<file path="src/rtl/costas_stream_sched.sv">
// costas_stream_sched
//   Two-source AXI-Stream packet scheduler in front of a Costas loop.
//   Packets are granted whole (no preemption, no timeout) with round-robin
//   arbitration when both sources are waiting. Whenever the stream owner
//   changes, and on the first grant after reset, the Costas loop is cleared
//   by holding costas_rst for FLUSH_CYCLES cycles before data flows.
//
// Ports
//   s00_axis_aclk / s00_axis_areset : clock, synchronous active-high reset
//   s00_axis_* / s01_axis_*         : source 0 / source 1 slave streams
//   m00_axis_*                      : master stream into the Costas loop
//   costas_rst                      : loop clear, high only while flushing
//   owner                           : source currently or last granted
//   pkt_cnt0 / pkt_cnt1             : completed packets per source (wrap)
module costas_stream_sched #(
  parameter int C_AXIS_TDATA_WIDTH = 32,
  parameter int FLUSH_CYCLES       = 4
) (
  input  logic                            s00_axis_aclk,
  input  logic                            s00_axis_areset,
  input  logic                            s00_axis_tvalid,
  input  logic                            s00_axis_tlast,
  input  logic [C_AXIS_TDATA_WIDTH-1:0]   s00_axis_tdata,
  input  logic [C_AXIS_TDATA_WIDTH/8-1:0] s00_axis_tstrb,
  output logic                            s00_axis_tready,
  input  logic                            s01_axis_tvalid,
  input  logic                            s01_axis_tlast,
  input  logic [C_AXIS_TDATA_WIDTH-1:0]   s01_axis_tdata,
  input  logic [C_AXIS_TDATA_WIDTH/8-1:0] s01_axis_tstrb,
  output logic                            s01_axis_tready,
  input  logic                            m00_axis_tready,
  output logic                            m00_axis_tvalid,
  output logic                            m00_axis_tlast,
  output logic [C_AXIS_TDATA_WIDTH-1:0]   m00_axis_tdata,
  output logic [C_AXIS_TDATA_WIDTH/8-1:0] m00_axis_tstrb,
  output logic                            costas_rst,
  output logic                            owner,
  output logic [15:0]                     pkt_cnt0,
  output logic [15:0]                     pkt_cnt1
);

  localparam logic [7:0] FLUSH_LAST = 8'(FLUSH_CYCLES - 1);

  typedef enum logic [1:0] {IDLE, FLUSH, GRANT0, GRANT1} state_t;

  state_t      r_state, w_state_nxt;
  logic        r_owner, r_owner_valid, r_last_grant;
  logic [7:0]  r_flush_cnt;
  logic [15:0] r_pkt_cnt0, r_pkt_cnt1;

  logic w_any, w_sel, w_keep, w_flush_done, w_done0, w_done1;

  // Round robin only matters when both wait; otherwise take whoever is valid.
  assign w_any        = s00_axis_tvalid | s01_axis_tvalid;
  assign w_sel        = (s00_axis_tvalid & s01_axis_tvalid) ? ~r_last_grant : s01_axis_tvalid;
  // Same owner as before (and loop state still valid) skips the flush.
  assign w_keep       = r_owner_valid & (w_sel == r_owner);
  assign w_flush_done = (r_state == FLUSH) && (r_flush_cnt == FLUSH_LAST);
  assign w_done0      = (r_state == GRANT0) & s00_axis_tvalid & m00_axis_tready & s00_axis_tlast;
  assign w_done1      = (r_state == GRANT1) & s01_axis_tvalid & m00_axis_tready & s01_axis_tlast;

  always_comb begin
    w_state_nxt     = r_state;
    s00_axis_tready = 1'b0;
    s01_axis_tready = 1'b0;
    m00_axis_tvalid = 1'b0;
    m00_axis_tlast  = 1'b0;
    m00_axis_tdata  = '0;
    m00_axis_tstrb  = '0;
    costas_rst      = 1'b0;
    case (r_state)
      IDLE: begin
        if (w_any) begin
          if (w_keep) w_state_nxt = w_sel ? GRANT1 : GRANT0;
          else        w_state_nxt = FLUSH;
        end
      end
      FLUSH: begin
        costas_rst = 1'b1;
        if (w_flush_done) w_state_nxt = r_owner ? GRANT1 : GRANT0;
      end
      GRANT0: begin
        m00_axis_tvalid = s00_axis_tvalid;
        m00_axis_tlast  = s00_axis_tlast;
        m00_axis_tdata  = s00_axis_tdata;
        m00_axis_tstrb  = s00_axis_tstrb;
        s00_axis_tready = m00_axis_tready;
        if (w_done0) w_state_nxt = IDLE;
      end
      GRANT1: begin
        m00_axis_tvalid = s01_axis_tvalid;
        m00_axis_tlast  = s01_axis_tlast;
        m00_axis_tdata  = s01_axis_tdata;
        m00_axis_tstrb  = s01_axis_tstrb;
        s01_axis_tready = m00_axis_tready;
        if (w_done1) w_state_nxt = IDLE;
      end
      default: w_state_nxt = IDLE;
    endcase
  end

  always_ff @(posedge s00_axis_aclk) begin
    if (s00_axis_areset) begin
      r_state       <= IDLE;
      r_owner       <= 1'b0;
      r_owner_valid <= 1'b0;
      r_last_grant  <= 1'b1;
      r_flush_cnt   <= '0;
      r_pkt_cnt0    <= '0;
      r_pkt_cnt1    <= '0;
    end else begin
      r_state <= w_state_nxt;
      if ((r_state == IDLE) && w_any && !w_keep) begin
        r_owner     <= w_sel;
        r_flush_cnt <= '0;
      end
      if (r_state == FLUSH) begin
        if (w_flush_done) r_owner_valid <= 1'b1;
        else              r_flush_cnt   <= r_flush_cnt + 8'd1;
      end
      if (w_done0) begin
        r_pkt_cnt0   <= r_pkt_cnt0 + 16'd1;
        r_last_grant <= 1'b0;
      end
      if (w_done1) begin
        r_pkt_cnt1   <= r_pkt_cnt1 + 16'd1;
        r_last_grant <= 1'b1;
      end
    end
  end

  assign owner    = r_owner;
  assign pkt_cnt0 = r_pkt_cnt0;
  assign pkt_cnt1 = r_pkt_cnt1;

endmodule
</file>
<file path="config.mk">
export PLATFORM = sky130hd
export DESIGN_NAME = costas_stream_sched
export DESIGN_NICKNAME = d
export VERILOG_FILES = /design/src/rtl/costas_stream_sched.sv
export SDC_FILE = /design/constraint.sdc
export NUM_CORES = 1
export LEC_CHECK = 0
export BUFFER_PORTS_ARGS = -buffer_cell sky130_fd_sc_hd__buf_2
export CAP_MARGIN = 10
export CORE_ASPECT_RATIO = 0.8
export CORE_UTILIZATION = 40
export DETAILED_ROUTE_END_ITERATION = 7
export GPL_TIMING_DRIVEN = 1
export HOLD_SLACK_MARGIN = 0.1
export PLACE_DENSITY = 0.73
export SLEW_MARGIN = 15
export SYNTH_ARGS = -nofsm -noshare
export SYNTH_HDL_FRONTEND = slang
export SYNTH_SLANG_ARGS = --single-unit
</file>
<file path="constraint.sdc">
create_clock -name s00_axis_aclk -period 3.55 [get_ports s00_axis_aclk]
set_clock_uncertainty 0.15 [all_clocks]
set_input_delay 0.71 -clock s00_axis_aclk [delete_from_list [all_inputs] [get_ports s00_axis_aclk]]
set_output_delay 0.71 -clock s00_axis_aclk [all_outputs]
set_load 0.02 [all_outputs]
</file>
==> out/metrics.csv <==
metric,value,unit
num_antenna_cells,0,
layout.nets,569,
maxClockFrequency,0.3592,GHz
numCtsBuffers,5,
critPathArrivalTime,1.92,ns
final_setup_viols,0,
path_cells,buf_4 > and2b_1 > buf_2,
gr-total-overflow,0,
critPathCaptureType,output pin,
place_inst,567,
synth.yosys.seq_area_share,31.40,%
final_hold_fails,0,
cp_slowest_cell,buf_4,
floorplan.rows,27,
gpl.final_weighted_congestion,0.8528,
post_cts_hold_buffer_count,0,
worstMarginPinSlew,0.8379,ns
slew_headroom,44.14,%
initial_standard_cell_utilization_of_the_core,41.43,%
leakage,0.001646,µW
synthArstFlopShare,0,%
clock_insertion_delay_worst_skew,0.29,ns
routed-via-count,3030,
timing_worst_setup_path_type,reg2out,
netlist_instances,349,
die_width,96.69,µm
fin_crit,2.784,ns
drt-vias-per-instance,5.270,
timing.critical_path.from_type,flop,
synth.net_count,431,
yosys_register_bits,45,
yosys_most_used_dff,dfxtp_1,
total_power_per_unit_cell_area,354.1,nW/µm²
antenna_found_initial,0,
die_height,77.75,µm
instances_no_fill,575,
clk_path_buf_depth,2,
grt_start_max_net_pins,48,
place.port_buffers,152,
worst-endpoint-required,2.69,ns
synth.area.top_cells,"dfxtp_1, mux2i_1, nor2b_1",
pin_count,153,
synth_top_cell_area_share,31.40,%
detail_route.iter0.violations,116,
post_drt_wl_per_cell,14.03,µm
area.growth.synth_to_final,30.31,%
grt_pass1_wl,12870,µm
syn-mean-instance-area,8.221,µm²
design.core.area,6925,µm²
route.antenna.remaining_nets,0,
first_global_vias,2693,
number_of_enable_type_register_cells_in_the_synthesized_netlist,0,
status,completed,
total_number_of_clock_tree_sinks,45,
slowest_delay,0.55,ns
place_hpwl,6075,µm
fraction_of_final_layout_cells_sized_beyond_drive_strength_1,34.22,%
cts.repair.resized,0,
rsz0062_at_grt,no,
timing.setup.tns,0,ns
synth_top_area_cell,dfxtp_1,
ys_top_cells_by_count,"dfxtp_1, nor2b_1, mux2i_1",
cts.repair_timing.setup_buffer_count,0,
tritoncts,done,
syn-cell-area,2869,µm²
yosys.cell_types.count,45,
min-delay-path-class,reg2reg,
max-cap-violations,0,
peakVddDrop,157.8,µV
grt_use_total,20.56,%
drt_pre_antenna_iters,5,
clock_tree.htree_level_count,2,
timing.critical_path.fanout_max,37,
die-area,7517,µm²
synth_warnings,0,
worst_setup_hold_path_clk_slew,0.08,ns
period_share,78.42,%
synth_most_common_cell,dfxtp_1,
drt-total-wl,8065,µm
slew_violations,0,
drt_drc_violations_left,0,
ctsRootBufferMaster,clkbuf_8,
-- metal layers --
layer | vias to the layer above | share of wire (%) | global-route usage [%]
li1 | 1543 | - | -
met1 | 1411 | 46 | 27.19
met2 | 71 | 49 | 35.07
met3 | 5 | 4.4 | 3.604
met4 | 0 | 0.52 | 4.328
met5 | - | 0 | 0
-- cell usage in the layout (no fill, tap or decap), types with 2 or more instances in the layout --
cell and n:
inv_1 8, or3_1 12, nor3_1 3, a41oi_1 2, nand2b_1 4, and3_1 5
nor4_1 7, nand3b_1 3, or4_1 9, buf_2 152, nand3_1 13, o31ai_1 9
o21ai_0 11, xnor2_1 15, mux2i_1 38, clkbuf_1 3, a21oi_1 27, clkbuf_8 5
a211oi_1 2, a311oi_1 6, buf_4 2, nand2_1 20, ha_1 3, and4_1 2
nor2b_1 39, nor2_1 23, nand4_1 3, dfxtp_1 44
-- report_power, final --
part	leakage [µW]	internal, µW	total, µW	switching [µW]
sequential	0.000363	516	538	22.0
clock	0.0000395	140	305	165
combinational	0.00124	206	481	275
-- registers in the layout, summed over array words and instances, names as in the netlist --
signal	count
pkt_cnt1	16
owner	1
pkt_cnt0	16
r_state	2
r_flush_cnt	8
r_owner_valid	1
r_last_grant	1
-- critical path, delay by kind of cell (launching register included) --
family	cells	cell delay (ns)
flops	1	0.51
buf+inv	2	0.76
simple gates	1	0.34
-- worst paths after layout --
| kind | from | end | slack, ns | cells after the start |
|---|---|---|---|---|
| min | pkt_cnt0[15] | pkt_cnt0[15] | 0.33 | 2 |
| max | r_state[0] | costas_rst | 0.77 | 3 |
| min reg2reg | pkt_cnt0[15] | pkt_cnt0[15] | 0.33 | 2 |
| max reg2reg | r_state[1] | pkt_cnt0[13] | 0.92 | 5 |
-- cell type report --
cell class / instances / area (µm²)
repair buffers: 154 / 775.7
inverters: 8 / 30.03
clock buffers: 8 / 80.08
flip-flops and latches: 45 / 902.1
well taps: 87 / 108.9
fillers: 695 / 3187
multi-input cells: 273 / 1842
-- kinds of logic after synthesis --
kind of cell	after synthesis	synth area share [%]
and+or+nand+nor	148	28.96
adders and majority gates	3	1.308
buffers and inverters	31	4.405
DFF	45	31.40
xor gates and xnor gates	15	4.579
AOI/OAI and AO/OA	69	16.09
muxes	38	13.26
-- per-stage QoR --
step	instance area [µm²]	hold slack (ns)	utilization (%)	setup slack [ns]	power (µW)
2_1_floorplan	2869	0.3050	-	1.238	893.1
3_3_place_gp	3659	0.3162	52.83	0.9633	1017
3_5_place_dp	3659	0.3246	52.83	0.9300	1030
4_1_cts	3739	0.3359	53.98	0.7625	1334
5_1_grt	3739	0.3545	53.98	0.6531	1400
6_report	3739	0.3327	53.98	0.7662	1324
(Power assumes the default switching activity.)
